`config.mk`:
```
export PLATFORM = sky130hd
export DESIGN_NAME = miner_job_scheduler_flat
export DESIGN_NICKNAME = d
export VERILOG_FILES = /design/src/rtl/miner_job_scheduler_if.sv /design/src/rtl/miner_job_scheduler.sv /design/src/flat_wrapper.sv
export SDC_FILE = /design/constraint.sdc
export NUM_CORES = 1
export LEC_CHECK = 0
export ABC_AREA = 1
export CAP_MARGIN = 5
export CORE_AREA = 2 2 263 265
export CTS_CLUSTER_DIAMETER = 150
export DETAILED_ROUTE_END_ITERATION = 10
export DIE_AREA = 0 0 265 267
export PLACE_DENSITY = 0.49
export SYNTH_ARGS = -nofsm -noshare
export SYNTH_HDL_FRONTEND = slang
export SYNTH_SLANG_ARGS = --single-unit
```
`constraint.sdc`:
```
create_clock -name clk -period 2.4 [get_ports clk]
set_input_delay 0.24 -clock clk [delete_from_list [all_inputs] [get_ports clk]]
set_output_delay 0.24 -clock clk [all_outputs]
set_load 0.05 [all_outputs]
```
`src/rtl/miner_job_scheduler_if.sv`:
```
// Job, core-array and solution signals between the scheduler and its environment.
// master: the scheduler side; slave: register file plus core array.
interface miner_job_scheduler_if #(
  parameter int unsigned NUM_CORES = 4
);
  logic                      job_valid;
  logic                      job_ready;
  logic [63:0]               job_start_nonce;
  logic                      stop;
  logic [NUM_CORES-1:0]      core_run;
  logic [64*NUM_CORES-1:0]   core_start_nonce;
  logic [NUM_CORES-1:0]      core_found;
  logic [64*NUM_CORES-1:0]   core_solution;
  logic [NUM_CORES-1:0]      core_ack;
  logic                      soln_valid;
  logic                      soln_ready;
  logic [63:0]               soln_nonce;
  logic [3:0]                soln_core;
  logic                      busy;
  logic                      irq;
  logic                      irq_clr;
  logic                      timed_out;

  modport master (
    input  job_valid, job_start_nonce, stop, core_found, core_solution, soln_ready, irq_clr,
    output job_ready, core_run, core_start_nonce, core_ack, soln_valid, soln_nonce, soln_core,
           busy, irq, timed_out
  );

  modport slave (
    output job_valid, job_start_nonce, stop, core_found, core_solution, soln_ready, irq_clr,
    input  job_ready, core_run, core_start_nonce, core_ack, soln_valid, soln_nonce, soln_core,
           busy, irq, timed_out
  );
endinterface

```
`src/rtl/miner_job_scheduler.sv`:
```
// Splits a job's nonce space across NUM_CORES miners and round-robins their solutions out.
// Optional watchdog enabled by defining MINER_SCHED_TIMEOUT_EN.
module miner_job_scheduler #(
  parameter int unsigned NUM_CORES      = 4,
  parameter int unsigned SLICE_LOG2     = 32,
  parameter bit          STOP_ON_FIRST  = 1'b1,
  parameter logic [31:0] TIMEOUT_CYCLES = 32'd1000000000
) (
  input  logic                  clk,
  input  logic                  rst,
  miner_job_scheduler_if.master bus_io
);

  localparam int unsigned IdxW = (NUM_CORES > 1) ? $clog2(NUM_CORES) : 1;

  typedef enum logic [1:0] {StIdle, StDispatch, StRun, StDrain} state_e;

  state_e                  state_q, state_d;
  logic [63:0]             base_q, base_d;
  logic [64*NUM_CORES-1:0] start_q, start_d;
  logic [NUM_CORES-1:0]    core_run_q, core_run_d;
  logic                    soln_valid_q, soln_valid_d;
  logic [63:0]             soln_nonce_q, soln_nonce_d;
  logic [3:0]              soln_core_q, soln_core_d;
  logic                    irq_q, irq_d;
  logic [IdxW-1:0]         rr_ptr_q, rr_ptr_d;
  logic [NUM_CORES-1:0]    core_ack;
  logic                    grant_vld;
  logic [IdxW-1:0]         grant_idx;
  logic [IdxW-1:0]         scan_idx;
  logic                    slot_free;
  logic                    job_accept;
  logic                    timeout_hit;

  assign job_accept = (state_q == StIdle) && bus_io.job_valid;
  assign slot_free  = !soln_valid_q || bus_io.soln_ready;

  // First requesting core at or after rr_ptr, wrapping.
  always_comb begin
    grant_vld = 1'b0;
    grant_idx = '0;
    scan_idx  = '0;
    if (state_q == StRun && slot_free) begin
      for (int unsigned k = 0; k < NUM_CORES; k++) begin
        scan_idx = IdxW'((32'(rr_ptr_q) + k) % NUM_CORES);
        if (!grant_vld && bus_io.core_found[scan_idx]) begin
          grant_vld = 1'b1;
          grant_idx = scan_idx;
        end
      end
    end
  end

  always_comb begin
    state_d      = state_q;
    base_d       = base_q;
    start_d      = start_q;
    core_run_d   = core_run_q;
    soln_valid_d = soln_valid_q;
    soln_nonce_d = soln_nonce_q;
    soln_core_d  = soln_core_q;
    irq_d        = irq_q;
    rr_ptr_d     = rr_ptr_q;
    core_ack     = '0;

    if (grant_vld) begin
      core_ack[grant_idx] = 1'b1;
      soln_valid_d        = 1'b1;
      soln_nonce_d        = bus_io.core_solution[64*32'(grant_idx) +: 64];
      soln_core_d         = 4'(grant_idx);
      irq_d               = 1'b1;
      rr_ptr_d            = IdxW'((32'(grant_idx) + 32'd1) % NUM_CORES);
    end else begin
      if (soln_valid_q && bus_io.soln_ready) soln_valid_d = 1'b0;
      if (bus_io.irq_clr) irq_d = 1'b0;
    end

    case (state_q)
      StIdle: begin
        if (bus_io.job_valid) begin
          base_d  = bus_io.job_start_nonce;
          state_d = StDispatch;
        end
      end
      StDispatch: begin
        for (int unsigned k = 0; k < NUM_CORES; k++) begin
          start_d[64*k +: 64] = base_q + (64'(k) << SLICE_LOG2);
        end
        core_run_d = '1;
        state_d    = StRun;
      end
      StRun: begin
        // A grant in the exit cycle is still captured above.
        if (bus_io.stop || (STOP_ON_FIRST && grant_vld) || timeout_hit) begin
          core_run_d = '0;
          state_d    = StDrain;
        end
      end
      StDrain: begin
        core_run_d = '0;
        if (!soln_valid_q || bus_io.soln_ready) state_d = StIdle;
      end
      default: state_d = StIdle;
    endcase
  end

  always_ff @(posedge clk) begin
    if (rst) begin
      state_q      <= StIdle;
      base_q       <= '0;
      start_q      <= '0;
      core_run_q   <= '0;
      soln_valid_q <= 1'b0;
      soln_nonce_q <= '0;
      soln_core_q  <= '0;
      irq_q        <= 1'b0;
      rr_ptr_q     <= '0;
    end else begin
      state_q      <= state_d;
      base_q       <= base_d;
      start_q      <= start_d;
      core_run_q   <= core_run_d;
      soln_valid_q <= soln_valid_d;
      soln_nonce_q <= soln_nonce_d;
      soln_core_q  <= soln_core_d;
      irq_q        <= irq_d;
      rr_ptr_q     <= rr_ptr_d;
    end
  end

`ifdef MINER_SCHED_TIMEOUT_EN
  logic [31:0] cnt_q, cnt_d;
  logic        timed_out_q, timed_out_d;

  assign timeout_hit = (state_q == StRun) && (cnt_q == TIMEOUT_CYCLES - 32'd1);

  always_comb begin
    cnt_d       = cnt_q;
    timed_out_d = timed_out_q;
    if (state_q == StDispatch) cnt_d = '0;
    else if (state_q == StRun) cnt_d = cnt_q + 32'd1;
    if (job_accept) timed_out_d = 1'b0;
    else if (timeout_hit) timed_out_d = 1'b1;
  end

  always_ff @(posedge clk) begin
    if (rst) begin
      cnt_q       <= '0;
      timed_out_q <= 1'b0;
    end else begin
      cnt_q       <= cnt_d;
      timed_out_q <= timed_out_d;
    end
  end

  assign bus_io.timed_out = timed_out_q;
`else
  logic unused_timeout;
  assign unused_timeout   = ^TIMEOUT_CYCLES ^ job_accept;
  assign timeout_hit      = 1'b0;
  assign bus_io.timed_out = 1'b0;
`endif

  assign bus_io.job_ready        = (state_q == StIdle);
  assign bus_io.busy             = (state_q != StIdle);
  assign bus_io.core_run         = core_run_q;
  assign bus_io.core_start_nonce = start_q;
  assign bus_io.core_ack         = core_ack;
  assign bus_io.soln_valid       = soln_valid_q;
  assign bus_io.soln_nonce       = soln_nonce_q;
  assign bus_io.soln_core        = soln_core_q;
  assign bus_io.irq              = irq_q;

endmodule

```
`src/flat_wrapper.sv`:
```
// flat-port wrapper written by rule: the top's interface ports become plain ports
module miner_job_scheduler_flat 
#(
  parameter int unsigned NUM_CORES      = 4,
  parameter int unsigned SLICE_LOG2     = 32,
  parameter bit          STOP_ON_FIRST  = 1'b1,
  parameter logic [31:0] TIMEOUT_CYCLES = 32'd1000000000
)
  (clk, rst, bus_io_job_valid, bus_io_job_start_nonce, bus_io_stop, bus_io_core_found, bus_io_core_solution, bus_io_soln_ready, bus_io_irq_clr, bus_io_job_ready, bus_io_core_run, bus_io_core_start_nonce, bus_io_core_ack, bus_io_soln_valid, bus_io_soln_nonce, bus_io_soln_core, bus_io_busy, bus_io_irq, bus_io_timed_out);
  miner_job_scheduler_if #(.NUM_CORES(NUM_CORES)) bus_io_i ();
  input  logic clk;
  input  logic rst;
  input wire logic [$bits(bus_io_i.job_valid)-1:0] bus_io_job_valid;
  input wire logic [$bits(bus_io_i.job_start_nonce)-1:0] bus_io_job_start_nonce;
  input wire logic [$bits(bus_io_i.stop)-1:0] bus_io_stop;
  input wire logic [$bits(bus_io_i.core_found)-1:0] bus_io_core_found;
  input wire logic [$bits(bus_io_i.core_solution)-1:0] bus_io_core_solution;
  input wire logic [$bits(bus_io_i.soln_ready)-1:0] bus_io_soln_ready;
  input wire logic [$bits(bus_io_i.irq_clr)-1:0] bus_io_irq_clr;
  output wire logic [$bits(bus_io_i.job_ready)-1:0] bus_io_job_ready;
  output wire logic [$bits(bus_io_i.core_run)-1:0] bus_io_core_run;
  output wire logic [$bits(bus_io_i.core_start_nonce)-1:0] bus_io_core_start_nonce;
  output wire logic [$bits(bus_io_i.core_ack)-1:0] bus_io_core_ack;
  output wire logic [$bits(bus_io_i.soln_valid)-1:0] bus_io_soln_valid;
  output wire logic [$bits(bus_io_i.soln_nonce)-1:0] bus_io_soln_nonce;
  output wire logic [$bits(bus_io_i.soln_core)-1:0] bus_io_soln_core;
  output wire logic [$bits(bus_io_i.busy)-1:0] bus_io_busy;
  output wire logic [$bits(bus_io_i.irq)-1:0] bus_io_irq;
  output wire logic [$bits(bus_io_i.timed_out)-1:0] bus_io_timed_out;
  assign bus_io_i.job_valid = bus_io_job_valid;
  assign bus_io_i.job_start_nonce = bus_io_job_start_nonce;
  assign bus_io_i.stop = bus_io_stop;
  assign bus_io_i.core_found = bus_io_core_found;
  assign bus_io_i.core_solution = bus_io_core_solution;
  assign bus_io_i.soln_ready = bus_io_soln_ready;
  assign bus_io_i.irq_clr = bus_io_irq_clr;
  assign bus_io_job_ready = bus_io_i.job_ready;
  assign bus_io_core_run = bus_io_i.core_run;
  assign bus_io_core_start_nonce = bus_io_i.core_start_nonce;
  assign bus_io_core_ack = bus_io_i.core_ack;
  assign bus_io_soln_valid = bus_io_i.soln_valid;
  assign bus_io_soln_nonce = bus_io_i.soln_nonce;
  assign bus_io_soln_core = bus_io_i.soln_core;
  assign bus_io_busy = bus_io_i.busy;
  assign bus_io_irq = bus_io_i.irq;
  assign bus_io_timed_out = bus_io_i.timed_out;
  miner_job_scheduler #(.NUM_CORES(NUM_CORES), .SLICE_LOG2(SLICE_LOG2), .STOP_ON_FIRST(STOP_ON_FIRST), .TIMEOUT_CYCLES(TIMEOUT_CYCLES)) u_core (.clk(clk), .rst(rst), .bus_io(bus_io_i));
endmodule
```
# Yosys cells after proc, flatten, opt, wreduce, memory -nomap -nowiden

Index checks and enable logic that the tools add are counted.

Bits in registers: 396
Word-level logic and storage cells: 83
Output and inout bits: 337

Mux-type cells: 34
Reductions and logical operators: 20
Shift-type cells: 1
Order comparisons: 6
Equal/unequal tests: 6
$add $sub $neg: 7

Operator list:

| kind                                                 | number |
|---|---|
| variable part select 256 x 9 -> 64 bit               | 1 |
| adder 64 x 34 -> 64 bit (second input constant)      | 2 |
| adder 64 x 33 -> 64 bit (second input constant)      | 1 |
| two-way mux 1 bit                                    | 17 |
| two-way mux 2 bit                                    | 8 |
| < comparator 2 x 3 -> 1 bit (second input constant)  | 5 |
| one-hot mux 4 bit (3 select lines)                   | 1 |
| binary-select mux 1 bit (select 2 bit)               | 4 |
| two-way mux 4 bit                                    | 2 |
| one-hot mux 2 bit (4 select lines)                   | 1 |
| logical AND 1 bit                                    | 6 |
| nonzero test 2 bit                                   | 3 |
| adder 2 x 1 -> 2 bit (second input constant)         | 2 |
| adder 2 bit (second input constant)                  | 2 |
| == test 2 bit (second input constant)                | 2 |
| zero test 1 bit                                      | 4 |
| != test 2 bit (second input constant)                | 2 |
| AND reduction 2 bit                                  | 2 |
| AND reduction 3 bit                                  | 1 |
| nonzero test 3 bit                                   | 1 |
| demux 1 bit (select 2 bit)                           | 1 |
| == test 2 x 1 -> 1 bit (second input constant)       | 1 |
| >= comparator 2 x 1 -> 1 bit (second input constant) | 1 |
| zero test 2 bit                                      | 1 |
| 2 further kinds                                      | 3 |

# Depth between registers and ports, before layout

Gate-level depths: netlist of run 1.

Depth in word-level cells: 21
Depth in mapped cells: 18
Mapped depth without buffers: 15

# Worst setup path before layout of run 1

OpenSTA, ideal clock, no wires.

Path kind: reg2out
Start: reg u_core.rr_ptr_q[0]
End: out bus_io_core_ack[0]
Cell stages (with the launch flop): 14
Slack: -0.294 ns
Buffers on the path: 3
Arrival time: 2.454 ns
Required time: 2.160 ns
Path through: dfxtp_1 buf_6 inv_6 nand2_1 nand3_1 nand2_1 nor2_4 nand2_1 nand2_1 nor2_1 nor2_2 buf_4 buf_6 nor3_1

Word-level cells in the longest chain between the ends: 21
Elaborated cells between the ends (all ways): 36

RTL lines:

| what                                                                                                     | line                       | text |
|---|---|---|
| from (decl)                                                                                              | miner_job_scheduler.sv:26  | `logic [IdxW-1:0] rr_ptr_q, rr_ptr_d;` |
| from (signal assigned)                                                                                   | miner_job_scheduler.sv:127 | `rr_ptr_q <= rr_ptr_d;` |
| binary-select mux 1 bit (select 2 bit)                                                                   | miner_job_scheduler.sv:46  | `if (!grant_vld && bus_io.core_found[scan_idx]) begin` |
| two-way mux 1 bit (implied by the code)                                                                  | miner_job_scheduler.sv:46  |  |
| two-way mux 1 bit                                                                                        | miner_job_scheduler.sv:46  |  |
| two-way mux 1 bit                                                                                        | miner_job_scheduler.sv:43  | `if (state_q == StRun && slot_free) begin` |
| zero test 1 bit                                                                                          | miner_job_scheduler.sv:46  |  |
| logical AND 1 bit                                                                                        | miner_job_scheduler.sv:46  |  |
| two-way mux 1 bit                                                                                        | miner_job_scheduler.sv:46  |  |
| two-way mux 1 bit                                                                                        | miner_job_scheduler.sv:43  |  |
| (+5 left out)                                                                                            | --                         |  |
| logical AND 1 bit                                                                                        | miner_job_scheduler.sv:46  |  |
| two-way mux 2 bit                                                                                        | miner_job_scheduler.sv:46  |  |
| two-way mux 2 bit                                                                                        | miner_job_scheduler.sv:43  |  |
| < comparator 2 x 3 -> 1 bit (implied by the code) / >= comparator 2 x 1 -> 1 bit (equally long branches) | miner_job_scheduler.sv:67  | `core_ack[grant_idx] = 1'b1;` |
| logical AND 1 bit (implied by the code)                                                                  | miner_job_scheduler.sv:67  |  |
| two-way mux 1 bit (implied by the code)                                                                  | miner_job_scheduler.sv:67  |  |
| demux 1 bit (select 2 bit)                                                                               | --                         |  |
| two-way mux 4 bit *                                                                                      | miner_job_scheduler.sv:66  | `if (grant_vld) begin` |
| to (decl)                                                                                                | flat_wrapper.sv:23         | `output wire logic [$bits(bus_io_i.core_ack)-1:0] bus_io_core_ack;` |

Mark *: on every way between the ends. The rest lies on a longest branch, timed or not. The select of a mux whose other input is x is not followed.

# Worst setup path after layout of run 1

Same ends and word-level chain as after synthesis.

==> reports/summary.txt, run 1 <==
DR DRC count: 0
status: finished with violations
main flop type after synthesis: dfxtp_1
post-synthesis average cell area: 6.34 sq um
Syn. warnings: 0
IO Pins: 667
max-cap violations: 0
failing checks: setup timing
fraction of registers with async set/reset: 0%
Worst setup SP type: flop
total grt overflow: 0
HP Class: in -> reg
DRT Pass-1 Iters: 5
TritonCTS clock tree: built
Yosys top cell area share: 35.9%
Setup-failing EPs final: 4
Worst-path clk slew: 0.06 ns
total negative slack: -0.358 ns
crit path max fanout: 6
final wirelength: 73000 microns
Yosys reg bits: 295
Antenna Violating Nets Remaining: 0
Pwr per Cell Area: 1450 mW/mm^2
Mapped Area: 0.0164 sq mm
Initial Utilization: 24.2%
vias in the first global route: 17080
final hold vios: 0
CTS Buf Count: 37
worst setup path class: reg -> out
Die Ht: 267 microns
Slew @ Worst Pin: 0.744 ns
Die X: 265 microns
Slew headroom: 50.3%
Synth area leaders: dfxtp_1 36%, inv_1 10%, nand3_1 10%
setup ws final: -0.103 ns
Root Driver: clkbuf_16
endpoint class of the critical path: primary output
RSZ-0062 raised after global routing: yes
Avg WL per Cell: 17.9 microns
reg-to-reg slack, setup: 0.05 ns
Layout Area Growth over Synthesis: 56.1%
WP data arrival: 2.26 ns
gr usage total: 19.5%
count leader, synth: inv_1
fmax: 400 MHz
pin count of the biggest net entering global routing: 103
Commonest cells post-synth: 451 x inv_1, 448 x nor2_1, 376 x nand2_1, 337 x nand3_1, 295 x dfxtp_1
Num Clock Sinks: 295
nets: 3507
vias per cell: 4.33
Starting DRT DRC Count: 1055
antenna violations before repair: 9
Post-Synthesis Cells: 2593
via count: 17671
overall power: 0.0372 W
Leak Pwr: 11.9 nW
first-pass GRT wire length: 106000 microns
clock skew: 0.0470 ns
WP data required: 2.16 ns
Peak VDD IR: 1.37 mV
Placer Congestion: 0.900
row cnt: 96
area leader, netlist: dfxtp_1
number of synthesized flops with an enable pin: 0
CTS HTree Levels: 2
fin crit share: 104%
share of layout cells above drive strength 1: 8.13%
Core ar.: 0.0680 sq mm
post-synth cell types: 40
Period minus WS final: 2.50 ns
clock insertion delay at the later pin of the skew report: 0.58 ns
worst-case clock buffer depth: 3
sequential area share after synthesis: 35.9%
IO buf count: 663
HPWL after DPL: 54900 microns
die area: 0.0708 sq mm
Final Slew Violations: 0
-- area by class of cell --
| cell class | count | area, sq um |
|---|---|---|
| Inverter | 463 | 1760 |
| Clock buffer | 53 | 1110 |
| Timing Repair Buffer | 793 | 8070 |
| Clock inverter | 14 | 230 |
| Tap cell | 882 | 1100 |
| Timing Repair inverter | 1 | 8.76 |
| Multi-Input combinational cell | 1578 | 7470 |
| Sequential cell | 295 | 5910 |
| Fill cell | 7218 | 42300 |
| Antenna cell | 3 | 7.51 |
-- power breakdown --
| group | switching, W | internal [W] | leakage, nW | total [W] |
|---|---|---|---|---|
| logic | 0.0151 | 0.00782 | 8.78 | 0.0229 |
| clock network | 0.00242 | 0.00368 | 0.653 | 0.00610 |
| registers | 0.00154 | 0.00669 | 2.42 | 0.00823 |
| total | 0.0191 | 0.0182 | 11.9 | 0.0372 |
-- sequential cells by signal (all words and copies together) (netlist names) --
name                            count
u_core.bus_io.irq                   1
u_core.bus_io.core_start_nonce    158
u_core.bus_io.soln_nonce           64
u_core.base_q                      64
u_core.bus_io.soln_valid            1
u_core.bus_io.soln_core             2
u_core.state_q                      2
u_core.rr_ptr_q                     2
u_core.bus_io.core_run              1
-- timing repair --
action | in CTS | in global routing
gates resized for setup | 39 | 27
pin swaps | 11 | 9
hold endpoints to repair | 2 | 0
gates cloned | 3 | 2
endpoints found under the setup margin | 4 | 66
hold buffers | 1 | 0
setup buffers | 19 | 2
-- path summary, 6_finish.rpt --
path / start / to / depth (start not counted)
worst min register to register: u_core.bus_io.core_start_nonce[48]$_SDFFE_PP0N_ / u_core.bus_io.core_start_nonce[48]$_SDFFE_PP0N_ / 2
worst min-delay path: bus_io_job_start_nonce[54] / u_core.base_q[54]$_SDFFE_PP0P_ / 3
worst max-delay path: u_core.rr_ptr_q[0]$_SDFFE_PP0P_ / bus_io_core_ack[0] / 14
worst max register to register: u_core.rr_ptr_q[0]$_SDFFE_PP0P_ / u_core.bus_io.soln_nonce[13]$_SDFFE_PP0P_ / 17
-- per-layer routing --
layer	share of wire, %	global-route usage (%)
met5	0.11	0
met3	7.9	5.75
met1	42	23.6
met4	2.5	5.18
met2	47	33.7
-- through the flow --
step	hold slack (ns)	std cells	util, %	setup slack [ns]	instance area [sq um]
after floorplan	0.403	2595	-	0.0703	16500
after global placement	0.451	3986	35.0	-0.217	23800
after detailed placement	0.455	3986	35.0	-0.164	23800
after CTS	0.262	4075	37.5	-0.188	25500
after global routing	0.286	4080	37.7	-0.256	25700
final	0.297	4082	37.8	-0.103	25700
-- cell families (layout without fill, tap and decap cells) --
logic type,after synthesis,count (layout),synth area share [%]
flip-flops,295,295,35.9
XOR/XNOR,60,60,3.20
adder cells (fa/ha/maj),8,8,0.609
AO/OA/AOI/OAI,308,308,9.93
buffers and inverters,722,1324,19.8
other,1,6,0.0228
AND/OR/NAND/NOR,1199,1199,30.5
-- critical path, stage by stage, from the launching register on --
cell and delay (ns):
dfxtp_4 0.35, buf_12 0.13, inv_8 0.05, nand2_2 0.05
nand2_2 0.06, buf_4 0.13, nand2_2 0.06, inv_2 0.05
nor2_4 0.11, nor2_4 0.06, nor2_4 0.12, nor2_4 0.06
buf_12 0.13, nor3_4 0.16, buf_6 0.19
-- cell usage in the layout, fill, tap and decap left out, types with 5 or more instances in the layout --
cell and n:
clkdlybuf4s50_1 656, inv_1 448, nor2_1 445, nand2_1 350, nand3_1 333, dfxtp_1 293, o21ai_0 187, buf_4 95
a21oi_1 83, xor2_1 58, clkbuf_16 40, buf_12 26, nand2_2 25, nor3_1 17, a211oi_1 10, clkbuf_8 10
buf_6 9, inv_2 7, nor2_4 7, ha_1 7, nand4_1 6, clkinv_2 6, nand3_2 5, a31oi_1 5
o21ai_1 5, clkbuf_1 5
Note: power is estimated with default switching activity, not from simulation.
==> run 2, diff against run 1 <==
--- a/config.mk
+++ b/config.mk
@@ -6,7 +6,6 @@
 export NUM_CORES = 1
 export LEC_CHECK = 0
 export ABC_AREA = 1
-export CAP_MARGIN = 5
 export CORE_AREA = 2 2 263 265
 export CTS_CLUSTER_DIAMETER = 150
 export DETAILED_ROUTE_END_ITERATION = 10
==> results of run 2 <==
No change in the layout: final DEF, timing and power equal those of run 1.
==> run 3, diff against run 2 <==
--- a/config.mk
+++ b/config.mk
@@ -6,11 +6,12 @@
 export NUM_CORES = 1
 export LEC_CHECK = 0
 export ABC_AREA = 1
-export CORE_AREA = 2 2 263 265
+export CORE_AREA = 2 2 260 262
+export CTS_BUF_LIST = sky130_fd_sc_hd__clkbuf_4 sky130_fd_sc_hd__clkbuf_8
 export CTS_CLUSTER_DIAMETER = 150
 export DETAILED_ROUTE_END_ITERATION = 10
-export DIE_AREA = 0 0 265 267
-export PLACE_DENSITY = 0.49
+export DIE_AREA = 0 0 262 264
+export PLACE_DENSITY = 0.5
 export SYNTH_ARGS = -nofsm -noshare
 export SYNTH_HDL_FRONTEND = slang
 export SYNTH_SLANG_ARGS = --single-unit
==> run 3 against run 2 <==
Effect of this change:
- critical path depth is 1 lower
- sequential power is 1% higher
- highest routed layer unchanged
- cell area is 1.6% lower
- largest power group unchanged
- register-to-register slack better by 0.10 ns
- the run still ends with setup timing left
- via count is 0.76% higher
==> reports/summary.txt, run 3 (synthesized netlist as in run 1, its figures left out) <==
most frequent cells in the layout: 656 x clkdlybuf4s50_1, 448 x inv_1, 441 x nor2_1 (was 656 x clkdlybuf4s50_1, 448 x inv_1, 445 x nor2_1)
die area: 0.0692 sq mm (was 0.0708 sq mm)
commonest non-fill, non-tap cell in the layout: clkdlybuf4s50_1 (unchanged)
register area: 0.00591 sq mm (about the same)
clock skew: 0.0302 ns (was 0.0470 ns)
placed cell count: 3964 (was 3986)
final wirelength: 72200 microns (was 73000 microns)
crit path max fanout: 10 (was 6)
Non-Filler Instances: 4085 (was 4082)
Worst Hold Depth: 4 (was 3)
clock insertion delay at the later pin of the skew report: 0.66 ns (was 0.58 ns)
DR DRC count: 0 (unchanged)
antenna violations before repair: 8 (was 9)
vias in the first global route: 16999 (was 17080)
Worst setup SP type: flop (unchanged)
IO buf count: 663 (unchanged)
Setup WS pre-CTS: -0.0376 ns (was -0.164 ns)
vias per cell: 4.36 (was 4.33)
Antenna Violating Nets Remaining: 0 (unchanged)
CTS Buf Count: 57 (was 37)
Worst-path clk slew: 0.06 ns (about the same)
Core ar.: 0.0666 sq mm (was 0.0680 sq mm)
via count: 17805 (was 17671)
HPWL after DPL: 53900 microns (was 54900 microns)
max-cap violations: 0 (unchanged)
Peak VDD IR: 1.41 mV (was 1.37 mV)
Layout Area Growth over Synthesis: 53.6% (was 56.1%)
Slew @ Worst Pin: 0.748 ns (was 0.744 ns)
setup ws final: -0.158 ns (was -0.103 ns)
Pwr per Cell Area: 1420 mW/mm^2 (was 1450 mW/mm^2)
share of layout cells above drive strength 1: 8.54% (was 8.13%)
Period minus WS final: 2.56 ns (was 2.50 ns)
failing checks: setup timing (unchanged)
TritonCTS clock tree: built (unchanged)
Num Clock Sinks: 295 (unchanged)
Leak Pwr: 11.7 nW (was 11.9 nW)
Die Ht: 264 microns (was 267 microns)
Worst Reg2Reg Path Length in Cells: 12 (was 17)
worst-case clock buffer depth: 3 (unchanged)
Setup-failing EPs final: 4 (unchanged)
first-pass GRT wire length: 105000 microns (was 106000 microns)
nets: 3497 (was 3507)
Root Driver: clkbuf_8 (was clkbuf_16)
Slew headroom: 50.1% (was 50.3%)
endpoint class of the critical path: primary output (unchanged)
Initial Utilization: 24.7% (was 24.2%)
WP data arrival: 2.32 ns (was 2.26 ns)
Final Slew Violations: 0 (unchanged)
fmax: 391 MHz (was 400 MHz)
DRT Pass-1 Iters: 8 (was 5)
worst setup path class: reg -> out (unchanged)
fin crit share: 107% (was 104%)
total negative slack: -0.568 ns (was -0.358 ns)
CTS HTree Levels: 2 (unchanged)
fillers: 7274 (was 7218)
total grt overflow: 0 (unchanged)
Avg WL per Cell: 17.7 microns (was 17.9 microns)
RSZ-0062 raised after global routing: yes (unchanged)
Starting DRT DRC Count: 1293 (was 1055)
WP data required: 2.16 ns (about the same)
gr usage total: 19.8% (was 19.5%)
area of the multi-input gates: 0.00745 sq mm (was 0.00747 sq mm)
hold slack: 0.148 ns (was 0.297 ns)
final hold vios: 0 (unchanged)
IO Pins: 667 (unchanged)
status: finished with violations (unchanged)
row cnt: 95 (was 96)
pin count of the biggest net entering global routing: 100 (was 103)
max FFs per register: 158 (unchanged)
Placer Congestion: 0.906 (was 0.900)
Die X: 262 microns (was 265 microns)
utilization after layout: 37.9% (was 37.8%)
HP Class: in -> reg (unchanged)
## run 3: metal layers
| layer | share of wire [%] | wire length, microns | vias up | GRT usage (%) |
|---|---|---|---|---|
| li1 | - | - | 9021 | - |
| met3 | 9.2 | 6610 | 105 | 5.77 |
| met5 | 0.096 | 69 | - | 0 |
| met2 | 47 | 33900 | 662 | 33.4 |
| met4 | 2.6 | 1900 | 10 | 5.83 |
| met1 | 41 | 29700 | 8007 | 24.2 |
## run 3: per-stage QoR
| stage | total power (W) | instance area [sq um] |
|---|---|---|
| floorplan | 0.0226 | 16500 |
| global placement | 0.0300 | 23700 |
| detailed placement | 0.0299 | 23700 |
| CTS | 0.0360 | 25200 |
| global route | 0.0380 | 25200 |
| finish | 0.0359 | 25300 |
## run 3: final timing paths
| check | slack, ns | startpoint | to |
|---|---|---|---|
| setup reg to reg | 0.15 | u_core.base_q[33]$_SDFFE_PP0P_ | u_core.bus_io.core_start_nonce[251]$_SDFFE_PP0N_ |
| setup / recovery | -0.16 | u_core.rr_ptr_q[0]$_SDFFE_PP0P_ | bus_io_core_ack[1] |
| hold / removal | 0.15 | rst | u_core.bus_io.core_start_nonce[45]$_SDFFE_PP0N_ |
| hold reg to reg | 0.47 | u_core.bus_io.soln_core[0]$_SDFFE_PP0P_ | u_core.bus_io.soln_core[0]$_SDFFE_PP0P_ |
## run 3: worst max-delay path: stages, from the launching register on
cell	delay, ns
dfxtp_4	0.41
inv_6	0.07
nand2_1	0.07
nand2_2	0.08
nand2_2	0.08
buf_4	0.10
nand2_1	0.04
nand2_1	0.11
nand2_4	0.08
o21ai_4	0.22
buf_6	0.13
nand2_2	0.05
inv_2	0.07
buf_12	0.15
## run 3: final cells by class
type | instances | area share (%)
antenna | 4 | 0.0396
clock buffer | 92 | 4.62
clock inverter | 16 | 0.520
inverter | 463 | 6.95
multi-input combinational | 1578 | 29.5
sequential | 295 | 23.4
tap | 873 | 4.33
timing repair buffer | 764 | 30.6
## run 3: timing repair
item | CTS | global route
hold buffers | 0 | 0
endpoints found under the setup margin | 4 | 73
resized for setup | 38 | 21
buffers inserted | 9 | 0
pin swaps | 20 | 15
gates cloned | 0 | 1
## run 3: report_power, final
part / total, W / leakage, nW / switching (W) / internal [W]
registers: 0.00832 / 2.42 / 0.00163 / 0.00669
logic: 0.0220 / 8.60 / 0.0148 / 0.00718
clock network: 0.00566 / 0.691 / 0.00245 / 0.00321
